===== src/rtl/uart_tx_arbiter.sv =====
`timescale 1ns/1ps
// uart_tx_arbiter
// Round-robin scheduler in front of a UART transmitter that has no busy flag.
// Each winning byte is presented on tx_data with a one-cycle tx_start pulse.
// The block then counts out a full frame plus guard time before it will issue
// another grant.
module uart_tx_arbiter #(
    parameter int NUM_REQ      = 4,
    parameter int CLKS_PER_BIT = 5208,
    parameter int FRAME_BITS   = 10,
    parameter int GUARD_CYCLES = 16
) (
    input  logic                 clk,
    input  logic                 reset,
    input  logic                 enable,
    input  logic [NUM_REQ-1:0]   req,
    input  logic [8*NUM_REQ-1:0] req_data,
    output logic [NUM_REQ-1:0]   gnt,
    output logic [7:0]           tx_data,
    output logic                 tx_start,
    output logic                 busy
);

    localparam int FRAME_CYCLES = CLKS_PER_BIT * FRAME_BITS + GUARD_CYCLES;
    localparam int CNT_W        = $clog2(FRAME_CYCLES + 1);
    localparam int PTR_W        = (NUM_REQ > 1) ? $clog2(NUM_REQ) : 1;

    typedef enum logic [1:0] {
        IDLE  = 2'd0,
        START = 2'd1,
        WAIT  = 2'd2
    } state_t;

    state_t               r_state;
    state_t               w_nextState;
    logic [PTR_W-1:0]     r_ptr;
    logic [CNT_W-1:0]     r_cnt;
    logic [NUM_REQ-1:0]   r_gntVec;
    logic [7:0]           r_txData;

    logic                 w_found;
    logic                 w_foundHi;
    logic [PTR_W-1:0]     w_winHi;
    logic [PTR_W-1:0]     w_winAny;
    logic [PTR_W-1:0]     w_win;
    logic [PTR_W-1:0]     w_nextPtr;
    logic [NUM_REQ-1:0]   w_winOneHot;
    logic [7:0]           w_selData;
    logic                 w_take;

    // Round-robin search: the lowest requester at or above ptr wins; if none,
    // wrap around and take the lowest requester overall.
    always_comb begin
        w_found   = 1'b0;
        w_foundHi = 1'b0;
        w_winHi   = '0;
        w_winAny  = '0;
        for (int i = NUM_REQ - 1; i >= 0; i--) begin
            if (req[i]) begin
                w_found  = 1'b1;
                w_winAny = PTR_W'(i);
                if (PTR_W'(i) >= r_ptr) begin
                    w_foundHi = 1'b1;
                    w_winHi   = PTR_W'(i);
                end
            end
        end
        w_win     = w_foundHi ? w_winHi : w_winAny;
        w_nextPtr = (w_win == PTR_W'(NUM_REQ - 1)) ? '0 : w_win + PTR_W'(1);
    end

    // Only the winner's byte lane is steered toward the data register.
    always_comb begin
        w_selData   = 8'h00;
        w_winOneHot = '0;
        for (int i = 0; i < NUM_REQ; i++) begin
            if (w_win == PTR_W'(i)) begin
                w_selData      = req_data[8*i +: 8];
                w_winOneHot[i] = 1'b1;
            end
        end
    end

    // State register; reset drops straight back to IDLE so the outputs clear
    // without waiting for a clock edge.
    always_ff @(posedge clk or posedge reset) begin
        if (reset) begin
            r_state <= IDLE;
        end else begin
            r_state <= w_nextState;
        end
    end

    // Next-state logic: grant from IDLE, one START cycle, then time the frame.
    always_comb begin
        w_nextState = r_state;
        w_take      = 1'b0;
        case (r_state)
            IDLE: begin
                if (enable && w_found) begin
                    w_take      = 1'b1;
                    w_nextState = START;
                end
            end
            START: begin
                w_nextState = WAIT;
            end
            WAIT: begin
                if (r_cnt == '0) begin
                    w_nextState = IDLE;
                end
            end
            default: begin
                w_nextState = IDLE;
            end
        endcase
    end

    // Datapath: capture the winner's byte and grant at decision time, advance
    // the pointer, and run the frame timer (load in START, count down in WAIT).
    always_ff @(posedge clk or posedge reset) begin
        if (reset) begin
            r_ptr    <= '0;
            r_cnt    <= '0;
            r_gntVec <= '0;
            r_txData <= 8'h00;
        end else begin
            if (w_take) begin
                r_txData <= w_selData;
                r_gntVec <= w_winOneHot;
                r_ptr    <= w_nextPtr;
            end
            if (r_state == START) begin
                r_cnt <= CNT_W'(FRAME_CYCLES - 1);
            end else if ((r_state == WAIT) && (r_cnt != '0)) begin
                r_cnt <= r_cnt - CNT_W'(1);
            end
        end
    end

    assign gnt      = (r_state == START) ? r_gntVec : '0;
    assign tx_start = (r_state == START);
    assign busy     = (r_state != IDLE);
    assign tx_data  = r_txData;

endmodule


===== config.mk =====
export PLATFORM = sky130hd
export DESIGN_NAME = uart_tx_arbiter
export DESIGN_NICKNAME = d
export VERILOG_FILES = /design/src/rtl/uart_tx_arbiter.sv
export SDC_FILE = /design/constraint.sdc
export NUM_CORES = 1
export LEC_CHECK = 0
export CAP_MARGIN = 10
export CELL_PAD_IN_SITES_DETAIL_PLACEMENT = 1
export CELL_PAD_IN_SITES_GLOBAL_PLACEMENT = 2
export CORE_AREA = 2 2 91 93
export DETAILED_ROUTE_END_ITERATION = 10
export DIE_AREA = 0 0 93 95
export GPL_TIMING_DRIVEN = 0
export PLACE_DENSITY = 0.83
export RECOVER_POWER = 50
export SKIP_LAST_GASP = 1
export SYNTH_ARGS = -nofsm -noshare
export SYNTH_HDL_FRONTEND = slang
export SYNTH_SLANG_ARGS = --single-unit

===== constraint.sdc =====
create_clock -name clk -period 2.1 [get_ports clk]
set_clock_uncertainty 0.05 [all_clocks]
set_input_delay 0.63 -clock clk [delete_from_list [all_inputs] [get_ports clk]]
set_output_delay 0.63 -clock clk [all_outputs]
set_load 0.02 [all_outputs]

After elaboration in Yosys (flattened, before gate mapping)
Index checks and enable logic that the tools add are counted.
Widths: inputs -> output; s select.
{"block": "word_totals", "reg_bits": 32, "inputBits": 39, "out_inout_bits": 14, "wordCells": 69}
{"block": "classes", "add_sub_neg": 2, "order_cmp": 4, "eq_ne": 7, "n_mux": 42, "reduce_logical": 9}
{"cell": "$mux 16", "count": 2}
{"cell": "$mux 2", "count": 16}
{"cell": "$mux 8", "count": 4}
{"cell": "$mux 1", "count": 18}
{"cell": "$logic_not 16->1", "count": 1}
{"cell": "$reduce_bool 16->1", "count": 1}
{"cell": "$sub 16x1->16 const B", "count": 1}
{"cell": "$eq 2x2->1 const B", "count": 3}
{"cell": "$pmux 2 s3", "count": 1}
{"cell": "$eq 2x1->1 const B", "count": 2}
{"cell": "$ge 1x2->1 const A", "count": 2}
{"cell": "$ge 2x2->1 const A", "count": 2}
{"cell": "$logic_not 2->1", "count": 2}
{"cell": "$mux 4", "count": 1}
{"cell": "$ne 2x2->1 const B", "count": 2}
{"cell": "$reduce_bool 2->1", "count": 2}
{"cell": "$add 2x1->2 const B", "count": 1}
{"cell": "$logic_and 1x1->1", "count": 2}
{"cell": "$reduce_and 2->1", "count": 1}

Depth between registers and ports, before layout
Gate-level depths: netlist of run 1.
{"block": "depth", "ltp_word": 15, "ltp_mapped": 11, "depth_no_buf": 9}

Least setup slack after synthesis of run 1
OpenSTA, ideal clock, no wires.
{"block": "synth_timing", "path_kind": "input to register", "from": "input port req[0]", "to": "register r_txData[0] (netlist: tx_data[0])", "setup_ns": 0.082, "t_arrival_ns": 2.340, "required_time_ns": 1.968, "setup_slack_ns": -0.372, "path_stages": 11, "n_path_buf": 2, "cell_sequence": "a21o_1 a21oi_1 o22a_1 inv_1 ha_1 clkbuf_1 nor2b_1 clkbuf_1 a221oi_1 a211o_1 a31oi_1"}
{"block": "synth_via", "elab_chain_len": 7, "elab_cells_between_ends": 16, "cone_classes": "eq/ne (3); mux (11); reduce/logical (2)"}
{"item": "start: declaration", "line_no": "16", "rtl": "input logic [NUM_REQ-1:0] req,"}
{"item": "$mux 2 / $mux 1 (equally long branches)", "line_no": "59", "rtl": "if (req[i]) begin"}
{"item": "$mux 2", "line_no": "68", "rtl": "w_win = w_foundHi ? w_winHi : w_winAny;"}
{"item": "$logic_not 2->1", "line_no": "77", "rtl": "if (w_win == PTR_W'(i)) begin"}
{"item": "$mux 8 (4 in series)", "line_no": "77"}
{"item": "end signal: assignment", "line_no": "129", "rtl": "r_txData <= w_selData;"}
{"item": "end: declaration", "line_no": "39", "rtl": "logic [7:0] r_txData;"}
Parallel ways exist; a longest one is shown, timed or not.
A chain may end at the register's enable or synchronous reset.

Worst setup path after layout of run 1
{"block": "layout_timing", "from": "input port req[0]", "to": "register r_txData[1] (netlist: tx_data[1])"}
Same word-level chain as after synthesis.

==> impl_metrics.csv, run 1 <==
group,metric,value,unit
timing,fin_ws,-0.0353,ns
setup_path,endpoint_kind,"register",
clock_tree,tritoncts,"done",
synthesis,ys_types,42,
route,drt_first_iter_violations,50,
job,max_cap_violations,0,
synthesis,synth_nets,256,
power,max-vdd-ir-drop,0.542,mV
route,wl,5780,µm
power,power_density,1080,mW/mm²
timing,slew_viol_final,0,
setup_path,required,2.21,ns
grt,grt_max_degree,20,
synthesis,synth-edff-count,0,
synthesis,syn_avg_cell_area,9.02,µm²
clock_tree,cts.sinks,32,
floorplan,die_w,93,µm
setup_path,path_class,"in2reg",
synthesis,synthCells,212,
timing,min_period_over_period,1.02,
placement,pre_cts_slack,-1.01,ns
clock_tree,ctsHtreeMaxLevel,2,
synthesis,yosys_warnings,0,
floorplan,num_io_pins,53,
clock_tree,clockRootBuffer,"clkbuf_8",
worst_hold_path,min_path_type,"reg2reg",
outcome,violations,"negative setup slack",
route,firstDrtPassIters,4,
timing,final_hold_viol_count,0,
floorplan,core,0.00793,mm²
route,drc,0,
setup_path,critPathBufInv,4,
synthesis,seq_area_frac_synth,0.419,
clock_tree,clock_latency,0.28,ns
floorplan,start_util,0.241,
setup_path,critical_path.top_delay_family,"compound AO/OA/AOI/OAI gates",
route,ant_nets,0,
synthesis,netlist_top_cells_area,"dfrtp_1 (42%), a211o_1 (4.1%), inv_1 (3.7%), nor2_1 (3.7%), a221oi_1 (3.7%)",
placement,gp_congestion,0.707,
synthesis,yosys.area.top_type_share,0.419,
power,power.switching,1250,µW
grt,track_usage,0.133,
synthesis,syn_area,0.00191,mm²
outcome,status,"finished with violations",
power,finalPower,3290,µW
synthesis,ys_seq_elements,32,
power,clkPwrFrac,0.158,
cells_and_area,antenna_cells,0,
clock_tree,hold_buffers,0,
cells_and_area,final_nets,331,
power,netSwitchingFraction,0.380,
cells_and_area,fillerInstances,920,
power,power.leakage,0.00126,µW
placement,place_hpwl,4170,µm
clock_tree,clkTransAtPathRegs,0.07,ns
timing,finalSetupViolCount,5,
placement,port_buffers,52,
timing,post-route-min-period,2.14,ns
floorplan,row_count,33,
route,via_count,1943,
grt,antenna_found_initial,0,
setup_path,slowest_stage,"a211o_1",
synthesis,async_flop_share,1.00,
route,wl_per_cell,14.7,µm
setup_path,critical-path-max-stage-delay,0.37,ns
timing,tightest_slew,0.587,ns
grt,grt_pass1_wl,9280,µm
power,p_int,2040,µW
cells_and_area,drive_above_1_share,0.296,
floorplan,die-area,0.00884,mm²
grt,grt.overflow.total,0,
setup_path,startpoint_type,"input pin",
setup_path,crit_chain,"buf_6 > inv_4 > o22ai_2 > a211o_1 > buf_6 > ha_4 > nor2b_4 > buf_12 > a221oi_2 > a211o_1 > a31oi_1",
timing,rsz0062_at_grt,"true",
power,seqPwrFrac,0.290,
timing,fmax,468,MHz
synthesis,synth_top_area_cell,"dfrtp_1",
floorplan,fp.dieH,95,µm
route,viasPerCell,4.96,
clock_tree,cts-buffers-inserted,5,
clock_tree,cts.path.max_buffers,2,
timing,slew_headroom,0.608,
cells_and_area,area_growth,58.6,%
setup_path,crit_arrival,2.25,ns
setup_path,crit_path_max_fanout,5,
grt,grt_pass1_vias,1925,
power,pwr-share-comb,0.552,
synthesis,ys.flop_type,"dfrtp_1",
[layout make-up]
type                    count  area [µm²]  share of cell area
flip-flops and latches     32         805               0.265
well taps                 105         131              0.0433
inverters                  19        78.8              0.0260
plain buffers               7        58.8              0.0194
clock buffers               7        96.3              0.0318
multi-input cells         149        1180               0.388
repair buffers             73         686               0.226
[through the flow]
step	setup TNS, ns	area [µm²]	instances	utilization	hold slack [ns]
2_1_floorplan	-1.54	1940	212	-	0.410
3_3_place_gp	-20.43	2590	369	0.326	0.432
3_5_place_dp	-15.92	2620	370	0.330	0.441
4_1_cts	-0.605	2860	381	0.361	0.453
5_1_grt	-0.702	3030	392	0.382	0.482
6_report	-0.0959	3030	392	0.382	0.451
[flip-flops by register name (all words and copies together) (netlist names)]
register,count
r_cnt,16
tx_data,8
r_gntVec,4
r_ptr,2
r_state,2
[worst paths after layout]
path | slack, ns | cells past startpoint | to | from
max reg2reg | -0.02 | 10 | tx_data[1]$_DFFE_PP0P_ | r_ptr[0]$_DFFE_PP0P_
min in group asynchronous | 0.81 | 2 | r_cnt[7]$_DFFE_PP0P_ | reset
max in group asynchronous | 0.29 | 3 | r_ptr[1]$_DFFE_PP0P_ | reset
min reg2reg | 0.45 | 1 | r_gntVec[2]$_DFFE_PP0P_ | r_gntVec[2]$_DFFE_PP0P_
min | 0.45 | 1 | r_gntVec[2]$_DFFE_PP0P_ | r_gntVec[2]$_DFFE_PP0P_
max | -0.04 | 11 | tx_data[1]$_DFFE_PP0P_ | req[0]
[synthesized netlist by cell type (2+ instances only)]
cell	instances
dfrtp_1	32
inv_1	19
nor2_1	19
nand2_1	16
a211o_1	9
a31oi_1	9
clkbuf_1	9
a221oi_1	8
mux2_2	6
o21ai_0	6
or4_1	6
a21oi_1	5
ha_1	5
nor3_1	5
nor4_1	5
and2_1	4
mux2i_1	4
nand2b_1	4
nand3_1	4
buf_2	3
nand4_1	3
nor2b_1	3
a211oi_1	2
a311oi_1	2
and3_1	2
and4_1	2
o211ai_1	2
o21bai_1	2
o22ai_1	2
o31ai_1	2
[routing by layer]
layer	track usage	wire (µm)	up-vias
li1	-	-	937
met5	0	0	-
met2	0.236	2930	54
met4	0.0331	59	0
met1	0.153	2390	948
met3	0.0479	397	4
[layout by cell type (no fill, tap or decap), types with 3 or more instances in the layout]
| cell type | instances |
|---|---|
| clkdlybuf4s50_1 | 41 |
| dfrtp_1 | 29 |
| buf_4 | 20 |
| nor2_1 | 19 |
| nand2_1 | 16 |
| inv_1 | 14 |
| a211o_1 | 9 |
| a31oi_1 | 9 |
| a221oi_2 | 7 |
| clkbuf_8 | 7 |
| mux2_2 | 6 |
| buf_6 | 6 |
| o21ai_0 | 6 |
| or4_1 | 5 |
| nor3_1 | 5 |
| buf_2 | 4 |
| nor4_1 | 4 |
| nand3_1 | 4 |
| mux2i_1 | 4 |
| and2_1 | 4 |
| inv_4 | 3 |
| nand2b_4 | 3 |
| nand4_1 | 3 |
| a21oi_1 | 3 |
| ha_4 | 3 |
| dfrtp_2 | 3 |
[kinds of logic after synthesis]
family / count (synthesis) / share of synthesized area
fa+ha+maj: 5 / 0.0327
flops: 32 / 0.419
mux: 10 / 0.0563
compound gates: 55 / 0.210
simple gates: 79 / 0.219
buf+inv: 31 / 0.0628
[what timing repair did]
item                       CTS  global route
buffers inserted             8            12
setup endpoints to repair   33            21
pin swaps                    8            15
gates resized for setup     69            32
[power by group through the flow]
| stage | sequential [µW] | clock [µW] | combinational (µW) |
|---|---|---|---|
| after floorplan | 1020 | 0 | 799 |
| after global placement | 944 | 0 | 1380 |
| after detailed placement | 957 | 0 | 1410 |
| after CTS | 952 | 547 | 1590 |
| after global routing | 986 | 574 | 1970 |
| final | 954 | 520 | 1810 |
Power figures use the tool's default switching activity.
==> run 2, diff against run 1 <==
--- a/config.mk
+++ b/config.mk
@@ -11,9 +11,9 @@
 export CORE_AREA = 2 2 91 93
 export DETAILED_ROUTE_END_ITERATION = 10
 export DIE_AREA = 0 0 93 95
-export GPL_TIMING_DRIVEN = 0
 export PLACE_DENSITY = 0.83
 export RECOVER_POWER = 50
+export SKIP_CTS_REPAIR_TIMING = 1
 export SKIP_LAST_GASP = 1
 export SYNTH_ARGS = -nofsm -noshare
 export SYNTH_HDL_FRONTEND = slang
==> run 2 against run 1 <==
Global-route usage increased by 0.58 points. Clock power fell by 11%. Total power grew 1.7%. Largest cell class unchanged. Cell count rose by 1.0%. First-iteration DRC count grew 28%. Combinational power grew 8%. The flow still finishes with violations (negative setup slack). Critical path type is now reg2reg.
==> impl_metrics.csv, run 2 (same netlist as run 1, synthesis figures left out) <==
group,metric,value,unit
route,firstDrtPassIters,4,
setup_path,path_class,"reg2reg",
setup_path,critical-path-max-stage-delay,0.42,ns
route,wl,6320,µm
outcome,violations,"negative setup slack",
grt,grt_max_degree,33,
placement,dp.cells,384,
job,max_cap_violations,0,
timing,fmax,472,MHz
timing,slew_headroom,0.421,
grt,grt.busiest_layer,"met2",
cells_and_area,antenna_cells,0,
timing,post-route-min-period,2.12,ns
cells_and_area,final_cell_mix,"clkdlybuf4s50_1 (41), dfrtp_1 (32), buf_4 (26)",
power,seqPwrFrac,0.279,
clock_tree,tritoncts,"done",
clock_tree,clockRootBuffer,"clkbuf_8",
grt,grt.overflow.total,0,
clock_tree,cts-buffers-inserted,5,
timing,rsz0062_at_grt,"true",
setup_path,required,2.23,ns
cells_and_area,final_nets,335,
placement,gp_congestion,0.791,
route,via_count,1963,
grt,grt_pass1_wl,9800,µm
placement,place_hpwl,4360,µm
floorplan,num_io_pins,53,
power,power.switching,1300,µW
route,viasPerCell,4.96,
timing,final_hold_viol_count,0,
setup_path,startpoint_type,"register",
outcome,status,"finished with violations",
route,ant_nets,0,
grt,grtUsageMet1,0.156,
floorplan,fp.dieH,95,µm
floorplan,start_util,0.241,
floorplan,die_w,93,µm
grt,track_usage,0.139,
power,max-vdd-ir-drop,0.478,mV
cells_and_area,final_common_cell,"clkdlybuf4s50_1",
setup_path,crit_chain,"a21o_1 > a21oi_1 > o22a_1 > inv_2 > ha_4 > nor2b_4 > buf_12 > a221oi_2 > a211o_1 > a31oi_1",
route,wl_per_cell,16.0,µm
grt,grtUsageMet2,0.251,
floorplan,row_count,33,
power,power_density,1090,mW/mm²
cells_and_area,post-route-util,0.387,
clock_tree,cts.sinks,32,
floorplan,core,0.00793,mm²
placement,port_buffers,52,
power,clkPwrFrac,0.139,
timing,tightest_slew,0.869,ns
setup_path,endpoint_kind,"register",
clock_tree,cts.path.max_buffers,2,
setup_path,slowest_stage,"dfrtp_1",
power,power.leakage,0.00131,µW
timing,slew_viol_final,0,
grt,grt.met3_usage,0.0447,
clock_tree,clkTransAtPathRegs,0.07,ns
clock_tree,clock_latency,0.29,ns
timing,fin_ws,-0.0206,ns
cells_and_area,layoutNonFillerInstCount,396,
power,p_int,2050,µW
timing,finalSetupViolCount,3,
floorplan,die-area,0.00884,mm²
worst_hold_path,min_path_type,"reg2reg",
cells_and_area,drive_above_1_share,0.261,
grt,antenna_found_initial,0,
power,netSwitchingFraction,0.388,
cells_and_area,area_growth,60.3,%
route,drt_first_iter_violations,64,
setup_path,crit_arrival,2.25,ns
route,drc,0,
cells_and_area,largest_reg_flops,16,
cells_and_area,largest-register,"r_cnt",
power,pwr-share-comb,0.582,
clock_tree,ctsHtreeMaxLevel,2,
grt,grt_pass1_vias,2095,
setup_path,crit_path_max_fanout,8,
setup_path,timing.reg2reg.setup_slack,-0.02,ns
timing,min_period_over_period,1.01,
timing,tns,-0.0348,ns
## run 2: final timing paths
check	startpoint	end	cells after the start
worst max register to register	r_ptr[1]$_DFFE_PP0P_	tx_data[0]$_DFFE_PP0P_	10
worst min register to register	r_cnt[7]$_DFFE_PP0P_	r_cnt[7]$_DFFE_PP0P_	1
worst min-delay path	r_cnt[7]$_DFFE_PP0P_	r_cnt[7]$_DFFE_PP0P_	1
max in group asynchronous	reset	r_cnt[9]$_DFFE_PP0P_	3
worst max-delay path	r_ptr[1]$_DFFE_PP0P_	tx_data[0]$_DFFE_PP0P_	10
min in group asynchronous	reset	tx_data[0]$_DFFE_PP0P_	3
## run 2: layout make-up
cell class / instances / area (µm²)
multi-input cells: 149 / 1160
well taps: 105 / 131
inverters: 19 / 71.3
repair buffers: 84 / 827
clock buffers: 6 / 72.6
clock inverters: 1 / 5.00
fillers: 923 / 4860
flip-flops and latches: 32 / 801
## run 2: power groups by stage
stage	logic [µW]	registers [µW]	clock network, µW
floorplan	799	1020	0
global placement	1550	926	0
detailed placement	1590	944	0
CTS	1600	933	487
global route	2120	965	509
finish	1950	934	464
## run 2: worst max-delay path, delay by kind of cell, from the launching register on
family,cells,cell delay (ns)
compound gates,6,1.02
flops,1,0.42
buf+inv,2,0.23
fa+ha+maj,1,0.16
simple gates,1,0.12
## run 2: stage by stage
stage | cell area [µm²] | total power (µW) | hold slack, ns | setup slack [ns]
3_5_place_dp | 2770 | 2540 | 0.442 | -0.997
6_report | 3070 | 3340 | 0.450 | -0.0206
2_1_floorplan | 1940 | 1810 | 0.410 | -0.176
4_1_cts | 2850 | 3020 | 0.459 | -0.698
5_1_grt | 3070 | 3600 | 0.495 | -0.116
3_3_place_gp | 2770 | 2480 | 0.430 | -0.896
## run 2: layer usage
layer / up-vias / routed length, µm
met5: - / 0
met4: 0 / 99
met3: 10 / 369
met2: 51 / 3250
met1: 964 / 2600
li1: 938 / -
